--- src/rtl/tgroup_scheduler.sv ---
// tgroup_scheduler
//   Accepts kernel-launch requests from NumRequesters requesters (round-robin),
//   gives each a thread-group ID, launches groups in ID order to the thread
//   dispatcher, counts thread-block completions per group and reports each
//   finished group with its ID and originating requester.
//
// Ports
//   clk_i, rst_ni                 clock, asynchronous active-low reset
//   req_valid_i / req_ready_o     per-requester launch handshake (ready one-hot)
//   req_pc_i, req_dp_addr_i,
//   req_number_of_tblocks_i       flattened per-requester launch payload
//   accept_tgroup_id_o            ID handed to this cycle's granted requester
//   disp_ready_i / disp_start_o   launch handshake towards thread_dispatcher
//   disp_*_o                      launch payload (zero when nothing is pending)
//   tblock_done_i,
//   tblock_done_tgroup_id_i       one finished thread block and its group
//   done_valid_o / done_ready_i   completed-group report handshake
//   done_tgroup_id_o,
//   done_requester_o              completed group ID and its requester
//   error_o                       sticky: completion for a non-running group
//                                 or one with no blocks outstanding
module tgroup_scheduler #(
   parameter int unsigned NumRequesters = 2,
   parameter int unsigned Depth         = 4,
   parameter int unsigned PcWidth       = 16,
   parameter int unsigned AddressWidth  = 32,
   parameter int unsigned TblockIdxBits = 8,
   parameter int unsigned TgroupIdBits  = 8,
   localparam int unsigned ReqIdxBits   = (NumRequesters > 1) ? $clog2(NumRequesters) : 1
) (
   input  logic                                    clk_i,
   input  logic                                    rst_ni,
   input  logic [NumRequesters-1:0]                req_valid_i,
   output logic [NumRequesters-1:0]                req_ready_o,
   input  logic [NumRequesters*PcWidth-1:0]        req_pc_i,
   input  logic [NumRequesters*AddressWidth-1:0]   req_dp_addr_i,
   input  logic [NumRequesters*TblockIdxBits-1:0]  req_number_of_tblocks_i,
   output logic [TgroupIdBits-1:0]                 accept_tgroup_id_o,
   input  logic                                    disp_ready_i,
   output logic                                    disp_start_o,
   output logic [PcWidth-1:0]                      disp_pc_o,
   output logic [AddressWidth-1:0]                 disp_dp_addr_o,
   output logic [TblockIdxBits-1:0]                disp_number_of_tblocks_o,
   output logic [TgroupIdBits-1:0]                 disp_tgroup_id_o,
   input  logic                                    tblock_done_i,
   input  logic [TgroupIdBits-1:0]                 tblock_done_tgroup_id_i,
   output logic                                    done_valid_o,
   input  logic                                    done_ready_i,
   output logic [TgroupIdBits-1:0]                 done_tgroup_id_o,
   output logic [ReqIdxBits-1:0]                   done_requester_o,
   output logic                                    error_o
);

   localparam int unsigned SlotW = (Depth > 1) ? $clog2(Depth) : 1;

   typedef enum logic [1:0] {
      SLOT_FREE,
      SLOT_PENDING,
      SLOT_RUNNING
   } slot_state_e;

   slot_state_e              state_q [Depth];
   slot_state_e              state_d [Depth];
   logic [PcWidth-1:0]       pc_q    [Depth];
   logic [PcWidth-1:0]       pc_d    [Depth];
   logic [AddressWidth-1:0]  dp_q    [Depth];
   logic [AddressWidth-1:0]  dp_d    [Depth];
   logic [TblockIdxBits-1:0] cnt_q   [Depth];
   logic [TblockIdxBits-1:0] cnt_d   [Depth];
   logic [TblockIdxBits-1:0] rem_q   [Depth];
   logic [TblockIdxBits-1:0] rem_d   [Depth];
   logic [TgroupIdBits-1:0]  id_q    [Depth];
   logic [TgroupIdBits-1:0]  id_d    [Depth];
   logic [ReqIdxBits-1:0]    owner_q [Depth];
   logic [ReqIdxBits-1:0]    owner_d [Depth];

   logic [TgroupIdBits-1:0]  next_id_q, next_id_d;
   logic [TgroupIdBits-1:0]  launch_id_q, launch_id_d;
   logic [ReqIdxBits-1:0]    rr_q, rr_d;
   logic                     error_q, error_d;

   logic [SlotW-1:0]         acc_slot, launch_slot, cpl_slot, done_slot;
   logic                     grant_valid, done_found;
   logic [ReqIdxBits-1:0]    grant_idx, cand;

   // Group IDs map onto table slots by their low bits (Depth is a power of two).
   function automatic logic [SlotW-1:0] slot_of(input logic [TgroupIdBits-1:0] id);
      return (Depth > 1) ? id[SlotW-1:0] : '0;
   endfunction

   always_comb begin
      state_d     = state_q;
      pc_d        = pc_q;
      dp_d        = dp_q;
      cnt_d       = cnt_q;
      rem_d       = rem_q;
      id_d        = id_q;
      owner_d     = owner_q;
      next_id_d   = next_id_q;
      launch_id_d = launch_id_q;
      rr_d        = rr_q;
      error_d     = error_q;

      acc_slot    = slot_of(next_id_q);
      launch_slot = slot_of(launch_id_q);
      cpl_slot    = slot_of(tblock_done_tgroup_id_i);

      req_ready_o              = '0;
      accept_tgroup_id_o       = next_id_q;
      disp_start_o             = 1'b0;
      disp_pc_o                = '0;
      disp_dp_addr_o           = '0;
      disp_number_of_tblocks_o = '0;
      disp_tgroup_id_o         = '0;
      done_valid_o             = 1'b0;
      done_tgroup_id_o         = '0;
      done_requester_o         = '0;
      error_o                  = error_q;

      // Round-robin grant, only when the slot for the next ID is free.
      grant_valid = 1'b0;
      grant_idx   = '0;
      cand        = '0;
      if (state_q[acc_slot] == SLOT_FREE) begin
         for (int unsigned i = 0; i < NumRequesters; i++) begin
            cand = ReqIdxBits'((32'(rr_q) + i) % NumRequesters);
            if (!grant_valid && req_valid_i[cand]) begin
               grant_valid = 1'b1;
               grant_idx   = cand;
            end
         end
      end

      if (grant_valid) begin
         req_ready_o[grant_idx] = 1'b1;
         state_d[acc_slot] = SLOT_PENDING;
         pc_d[acc_slot]    = req_pc_i[grant_idx*PcWidth +: PcWidth];
         dp_d[acc_slot]    = req_dp_addr_i[grant_idx*AddressWidth +: AddressWidth];
         cnt_d[acc_slot]   = req_number_of_tblocks_i[grant_idx*TblockIdxBits +: TblockIdxBits];
         rem_d[acc_slot]   = req_number_of_tblocks_i[grant_idx*TblockIdxBits +: TblockIdxBits];
         id_d[acc_slot]    = next_id_q;
         owner_d[acc_slot] = grant_idx;
         next_id_d         = next_id_q + 1'b1;
         if (32'(grant_idx) >= NumRequesters - 1)
            rr_d = '0;
         else
            rr_d = grant_idx + 1'b1;
      end

      // Launch strictly in ID order.
      if (state_q[launch_slot] == SLOT_PENDING) begin
         disp_start_o             = 1'b1;
         disp_pc_o                = pc_q[launch_slot];
         disp_dp_addr_o           = dp_q[launch_slot];
         disp_number_of_tblocks_o = cnt_q[launch_slot];
         disp_tgroup_id_o         = id_q[launch_slot];
         if (disp_ready_i) begin
            state_d[launch_slot] = SLOT_RUNNING;
            launch_id_d          = launch_id_q + 1'b1;
         end
      end

      if (tblock_done_i) begin
         if (state_q[cpl_slot] == SLOT_RUNNING && rem_q[cpl_slot] != '0)
            rem_d[cpl_slot] = rem_q[cpl_slot] - 1'b1;
         else
            error_d = 1'b1;
      end

      // Report the lowest-index finished slot.
      done_found = 1'b0;
      done_slot  = '0;
      for (int unsigned s = 0; s < Depth; s++) begin
         if (!done_found && state_q[s] == SLOT_RUNNING && rem_q[s] == '0) begin
            done_found = 1'b1;
            done_slot  = SlotW'(s);
         end
      end
      if (done_found) begin
         done_valid_o     = 1'b1;
         done_tgroup_id_o = id_q[done_slot];
         done_requester_o = owner_q[done_slot];
         if (done_ready_i)
            state_d[done_slot] = SLOT_FREE;
      end
   end

   always_ff @(posedge clk_i or negedge rst_ni) begin
      if (!rst_ni) begin
         for (int unsigned s = 0; s < Depth; s++) begin
            state_q[s] <= SLOT_FREE;
            pc_q[s]    <= '0;
            dp_q[s]    <= '0;
            cnt_q[s]   <= '0;
            rem_q[s]   <= '0;
            id_q[s]    <= '0;
            owner_q[s] <= '0;
         end
         next_id_q   <= '0;
         launch_id_q <= '0;
         rr_q        <= '0;
         error_q     <= 1'b0;
      end else begin
         state_q     <= state_d;
         pc_q        <= pc_d;
         dp_q        <= dp_d;
         cnt_q       <= cnt_d;
         rem_q       <= rem_d;
         id_q        <= id_d;
         owner_q     <= owner_d;
         next_id_q   <= next_id_d;
         launch_id_q <= launch_id_d;
         rr_q        <= rr_d;
         error_q     <= error_d;
      end
   end

endmodule

--- config.mk ---
export PLATFORM = sky130hd
export DESIGN_NAME = tgroup_scheduler
export DESIGN_NICKNAME = d
export VERILOG_FILES = /design/src/rtl/tgroup_scheduler.sv
export SDC_FILE = /design/constraint.sdc
export NUM_CORES = 1
export LEC_CHECK = 0
export CELL_PAD_IN_SITES_DETAIL_PLACEMENT = 0
export CELL_PAD_IN_SITES_GLOBAL_PLACEMENT = 1
export CORE_MARGIN = 5
export CORE_UTILIZATION = 40
export DETAILED_ROUTE_END_ITERATION = 12
export PLACE_DENSITY = 0.8
export SLEW_MARGIN = 30
export SYNTH_ARGS = -nofsm -noshare
export SYNTH_HDL_FRONTEND = slang
export SYNTH_SLANG_ARGS = --single-unit
--- constraint.sdc ---
create_clock -name clk_i -period 3.19 [get_ports clk_i]
set_input_delay 0.638 -clock clk_i [delete_from_list [all_inputs] [get_ports clk_i]]
set_output_delay 0.638 -clock clk_i [all_outputs]
set_load 0.01 [all_outputs]
* Word-level counts from Yosys, hierarchy flattened
Index checks and enable logic that the tools add are counted.
** Operators by class
- Add/sub/neg operators :: 5
- Order comparisons :: 13
- Equality and inequality tests :: 6
- Shifts and indexed selects :: 3
- Muxes and demuxes :: 91
- Bitwise logic cells :: 13
- Reduce and logical (&&, ||, !) cells :: 26
** Operator list (number)
- 32-bit 2-to-1 mux :: 7
- 8-bit 2-to-1 mux :: 18
- 128-bit bitwise mux :: 1
- 32-bit bitwise mux :: 4
- 32-bit binary-select mux with 2-bit select :: 1
- 8-bit binary-select mux with 2-bit select :: 4
- 64-bit bitwise mux :: 1
- 32-bit demux with 2-bit select :: 1
- 16-bit 2-to-1 mux :: 4
- 64-bit by 7-bit indexed part select with 32-bit output :: 1
- 16-bit binary-select mux with 2-bit select :: 1
- 16-bit demux with 2-bit select :: 1
- 8-bit demux with 2-bit select :: 2
- 8-bit zero test :: 4
- 32-bit by 6-bit indexed part select with 16-bit output :: 1
- 1-bit 2-to-1 mux :: 24
- 2-bit 2-to-1 mux :: 12
- 8-bit by 1-bit adder with 8-bit output, second input constant :: 2
- 16-bit by 5-bit indexed part select with 8-bit output :: 1
- 1-bit logical AND :: 14
- 2-bit binary-select mux with 2-bit select :: 3
- 2-bit demux with 2-bit select :: 3
- 3-bit greater-or-equal comparator, second input constant :: 4
- 3-bit by 1-bit less-than comparator with 1-bit output, second input constant :: 4
- 21 further kinds :: 39
** Storage, ports and cells
- Register bits :: 318
- Bits of input ports :: 127
- Logic and storage cells :: 189

* Logic depth before layout (Yosys ltp)
Gate-level depths: netlist of the first run.
- Depth after elaboration :: 24
- Depth in mapped cells :: 9
- Gate-level depth less buffers :: 7

* Least setup slack after synthesis of the first run
No wires, ideal clock.
- Kind :: register to output
- Start :: register launch_id_q[0]
- End :: output disp_tgroup_id_o[0]
- Arrival time :: 2.020 ns
- Path slack :: 0.532 ns
- Cell stages (with the launch flop) :: 5
- Path through :: dfrtp_1 -> clkbuf_1 -> buf_1 -> mux4_2 -> nor2b_1
** On the way
- Cells in the longest elaborated chain, start to end :: 6
- Elaborated cells on any way between the ends :: 9
- Those cells by class :: eq/ne: 1; mux: 7; bitwise: 1
** Ends and longest elaborated chain
- from (decl) :: RTL line 78 : logic [TgroupIdBits-1:0] launch_id_q, launch_id_d;
- from (signal assigned) :: RTL line 212 : launch_id_q <= launch_id_d;
- 2-bit NOT with 3-bit output (not written as such) (*) :: RTL line 151, 156
- 2-bit binary-select mux with 2-bit select :: RTL line 151 : if (state_q[launch_slot] == SLOT_PENDING) begin
- 2-bit 2-to-1 mux (not written as such) (2 in series) :: RTL line 151
- 2-bit by 1-bit equality test with 1-bit output :: RTL line 151
- 8-bit 2-to-1 mux (*) :: RTL line 151
- to (decl) :: RTL line 44 : output logic [TgroupIdBits-1:0] disp_tgroup_id_o,
Every way passes the cells marked *; elsewhere a longest branch is shown, timed or not. The select of a mux whose other input is x is not followed.

* Worst setup path after layout of the first run
- Start :: register rem_q[30] (netlist bit)
- End :: output done_tgroup_id_o[2]
** On the way
- Cells in the longest elaborated chain, start to end :: 20
- Elaborated cells on any way between the ends :: 23
- Those cells by class :: mux: 11; bitwise: 1; reduce/logical: 11
** Ends and longest elaborated chain
- from (decl) :: RTL line 70 : logic [TblockIdxBits-1:0] rem_q [Depth];
- from (signal assigned) :: RTL line 208 : rem_q <= rem_d;
- 8-bit zero test (*) :: RTL line 174 : if (!done_found && state_q[s] == SLOT_RUNNING && rem_q[s] == '0) begin
- 1-bit logical AND (*) :: RTL line 174
- 1-bit 2-to-1 mux (*) :: RTL line 174
- 1-bit zero test :: RTL line 174
- 1-bit logical AND (2 in series) :: RTL line 174
- 1-bit 2-to-1 mux :: RTL line 174
- 1-bit zero test :: RTL line 174
- 1-bit logical AND (2 in series) :: RTL line 174
- 1-bit 2-to-1 mux :: RTL line 174
- 1-bit zero test :: RTL line 174
- 1-bit logical AND (2 in series) :: RTL line 174
- 2-bit 2-to-1 mux :: RTL line 174
- 2-bit NOT with 3-bit output (not written as such) :: RTL line 181 : done_tgroup_id_o = id_q[done_slot];
- 8-bit binary-select mux with 2-bit select :: RTL line 181
- 8-bit 2-to-1 mux (not written as such) (2 in series) :: RTL line 181
- 8-bit 2-to-1 mux (*) :: RTL line 179 : if (done_found) begin
- to (decl) :: RTL line 49 : output logic [TgroupIdBits-1:0] done_tgroup_id_o,
Marks and branches as above.

==> flow_summary.json, run 1 <==
{
  "maxCapViolCount": 0,
  "htree_num_levels": 2,
  "ys_ff_latch": 312,
  "fmax_ghz": 0.315,
  "nNetsFinal": 1697,
  "grt_overflow": 0,
  "maxSlewViolCount": 0,
  "initial_utilization": 0.404,
  "grt_pass1_wl_microns": 64000,
  "num_vias": 11103,
  "drive_above_1_share": 0.196,
  "grt_pass1_vias": 11448,
  "cts_root_buf": "clkbuf_16",
  "start_kind": "flop",
  "critPathMaxFanout": 5,
  "ys_types": 50,
  "cts_made_buffers": 36,
  "worst_slew_pin_slew_ns": 0.869,
  "clock-sinks": 312,
  "dieWidth_microns": 205,
  "wl_per_cell_microns": 19.2,
  "yosysWarnings": 0,
  "status": "finished clean",
  "fin_ws_ns": 0.0125,
  "routabilityCongestion": 0.867,
  "min_period_ns": 3.18,
  "grt_start_max_net_pins": 88,
  "clk_pin_slew_ns": 0.05,
  "boundaryPins": 213,
  "fin_crit_sh": 0.996,
  "drc_errors": 0,
  "rsz0062_at_grt": "true",
  "grt.total_usage": 0.191,
  "viasPerCell": 5.30,
  "arrival_ns": 2.54,
  "dr.pass1.iters": 5,
  "coreArea_sq_mm": 0.0375,
  "rows": 71,
  "worstSkewPairLatency_ns": 0.51,
  "synthArstFlopShare": 1.00,
  "synthFlopType": "dfrtp_1",
  "critPathRequiredTime_ns": 2.55,
  "synth_nets": 1477,
  "end_kind": "output port",
  "hold_ws_ns": 0.115,
  "syn_to_final_growth_pct": 29.6,
  "ctsHoldBuffers": 0,
  "place_ws_ns": -0.0771,
  "drt_wl_total_microns": 40300,
  "yosysSeqAreaShare": 0.516,
  "die_area_sq_mm": 0.0418,
  "synth_edf_count": 0,
  "chipHeight_microns": 205,
  "synthCells": 1340,
  "relSlewSlack": 0.416,
  "syn-cell-area_sq_mm": 0.0151,
  "leakagePower_nw": 8.17,
  "drtIter0Drc": 594,
  "avgSynthCellArea_sq_um": 11.3,
  "antenna_found_initial": 0,
  "io_buffers": 206,
  "cts_tree": "yes",
  "hp-class": "input pin to async pin",
  "power-per-cell-area_mw_per_mm2": 1120,
  "diodes": 0,
  "clockBufferDepth": 3,
  "clock_skew_ns": 0.0176,
  "hpwl_microns": 25300,
  "ant_nets": 0,
  "hold_viol": 0,
  "worstRegToRegCells": 8,
  "crit_type": "flop to output port",
  "ir_drop_v": 0.000635,
  "fin_setup_tns_ns": 0,
  "setup_violations": 0
}
## power by group
part	leakage [nW]	total (mW)	internal (mW)	switching (mW)
sequential	3.65	7.12	5.93	1.19
combinational	3.88	10.4	5.14	5.27
clock	0.634	4.38	2.78	1.60
total	8.17	21.9	13.9	8.06
## state kept, by name, indices dropped and copies added, names as in the netlist
name / cells
owner_q: 4
rr_q: 1
id_q: 32
launch_id_q: 2
cnt_q: 32
dp_q: 128
accept_tgroup_id_o: 8
error_o: 1
pc_q: 64
state_q: 8
rem_q: 32
## cell usage in the layout, fill, tap and decap left out, types with 7 or more instances in the layout
cell,n
a21oi_1,147
clkbuf_8,11
dlygate4sd2_1,61
nor2b_1,57
xnor2_1,10
buf_6,8
buf_4,43
buf_12,18
nor2b_2,7
mux2_2,42
dfrtp_1,310
ha_1,10
clkdlybuf4s50_1,128
o21ai_0,12
mux4_2,69
nor2_1,205
inv_1,8
o221a_2,8
mux2i_1,110
nand2b_1,9
clkbuf_16,38
o21ai_1,48
nand2_1,104
## timing repair
item                       4_1_cts  5_1_grt
setup endpoints to repair       77       66
hold endpoints to repair         0        0
pin swaps                        5        3
cloned                           2        1
setup buffers                    7        2
resized for setup              146       16
## final timing paths
path	start	to	slack, ns
min	rst_ni	dp_q[35]	0.12
min reg2reg	error_o	error_o	0.46
max reg2reg	state_q[6]	dp_q[68]	0.14
max	rem_q[30]	done_tgroup_id_o[2]	0.01
max in group asynchronous	rst_ni	pc_q[53]	2.13
min in group clk_i	error_o	error_o	0.46
## kinds of logic (layout without fill, tap and decap cells)
group,after synthesis,in the layout,synth area share
flip-flops,312,312,0.516
buffers and inverters,102,347,0.0307
adder cells (fa/ha/maj),10,10,0.00827
XOR/XNOR,14,14,0.00810
AND/OR/NAND/NOR,433,433,0.132
AO/OA/AOI/OAI,240,240,0.0879
multiplexers,229,229,0.217
## area by class of cell
class | instances | area (sq um)
Clock buffer | 51 | 1090
Clock inverter | 12 | 195
Fill cell | 3306 | 17900
Inverter | 10 | 40.0
Multi-Input combinational cell | 926 | 7040
Sequential cell | 312 | 7810
Tap cell | 511 | 639
Timing Repair Buffer | 274 | 2810
## per-stage QoR
step / power [mW] / instances / util / cell area [sq um]
floorplan: 13.5 / 1340 / - / 15100
detailed placement: 17.6 / 2022 / 0.483 / 18100
global placement: 17.3 / 2022 / 0.483 / 18100
CTS: 22.1 / 2094 / 0.521 / 19500
finish: 21.9 / 2096 / 0.523 / 19600
global route: 23.5 / 2096 / 0.523 / 19600
## cell usage after synthesis, types with 3 or more instances
master,n,share of area
nor2b_1,67,0.028
mux2i_1,112,0.074
ha_1,10,0.0083
a21oi_1,147,0.049
o21ai_0,12,0.0040
nand2b_1,10,0.0041
and3_1,3,0.0012
nor3_4,3,0.0032
mux4_2,69,0.10
nor3_1,3,0.00099
nor2_1,210,0.052
a2bb2oi_1,8,0.0046
or2_2,3,0.0012
nand3_1,5,0.0017
a22oi_1,5,0.0025
or2_1,5,0.0021
buf_4,7,0.0035
o221a_2,8,0.0060
inv_1,9,0.0022
mux2_2,42,0.031
o21ai_1,48,0.016
clkbuf_1,32,0.0079
a221oi_1,3,0.0017
buf_2,32,0.011
dfrtp_1,312,0.52
nor4_1,6,0.0025
xor2_1,4,0.0023
nand2_1,104,0.026
xnor2_1,10,0.0058
mux4_1,5,0.0087
buf_1,19,0.0047
## layer usage
metal	track usage	share of wire	up-vias
met2	0.318	0.48	267
met3	0.0323	0.051	55
li1	-	-	5169
met1	0.264	0.44	5612
met5	0	0	-
met4	0.0493	0.020	0
## worst max-delay path, stage by stage, from the launching register on
cell       delay [ns]
dfrtp_1          0.39
or4_4            0.57
nor3_4           0.26
nand2b_4         0.19
buf_6            0.12
buf_6            0.10
a2bb2oi_2        0.12
o221a_2          0.19
buf_6            0.10
No activity file was read; power rests on OpenSTA's default activity.
==> run 2: changes to the inputs <==
Settings changed: GPL_ROUTABILITY_DRIVEN from default to 1, SLEW_MARGIN 30 to 10.
==> results of run 2 <==
Same layout as run 1: the final DEF is identical, and so are final timing and power.
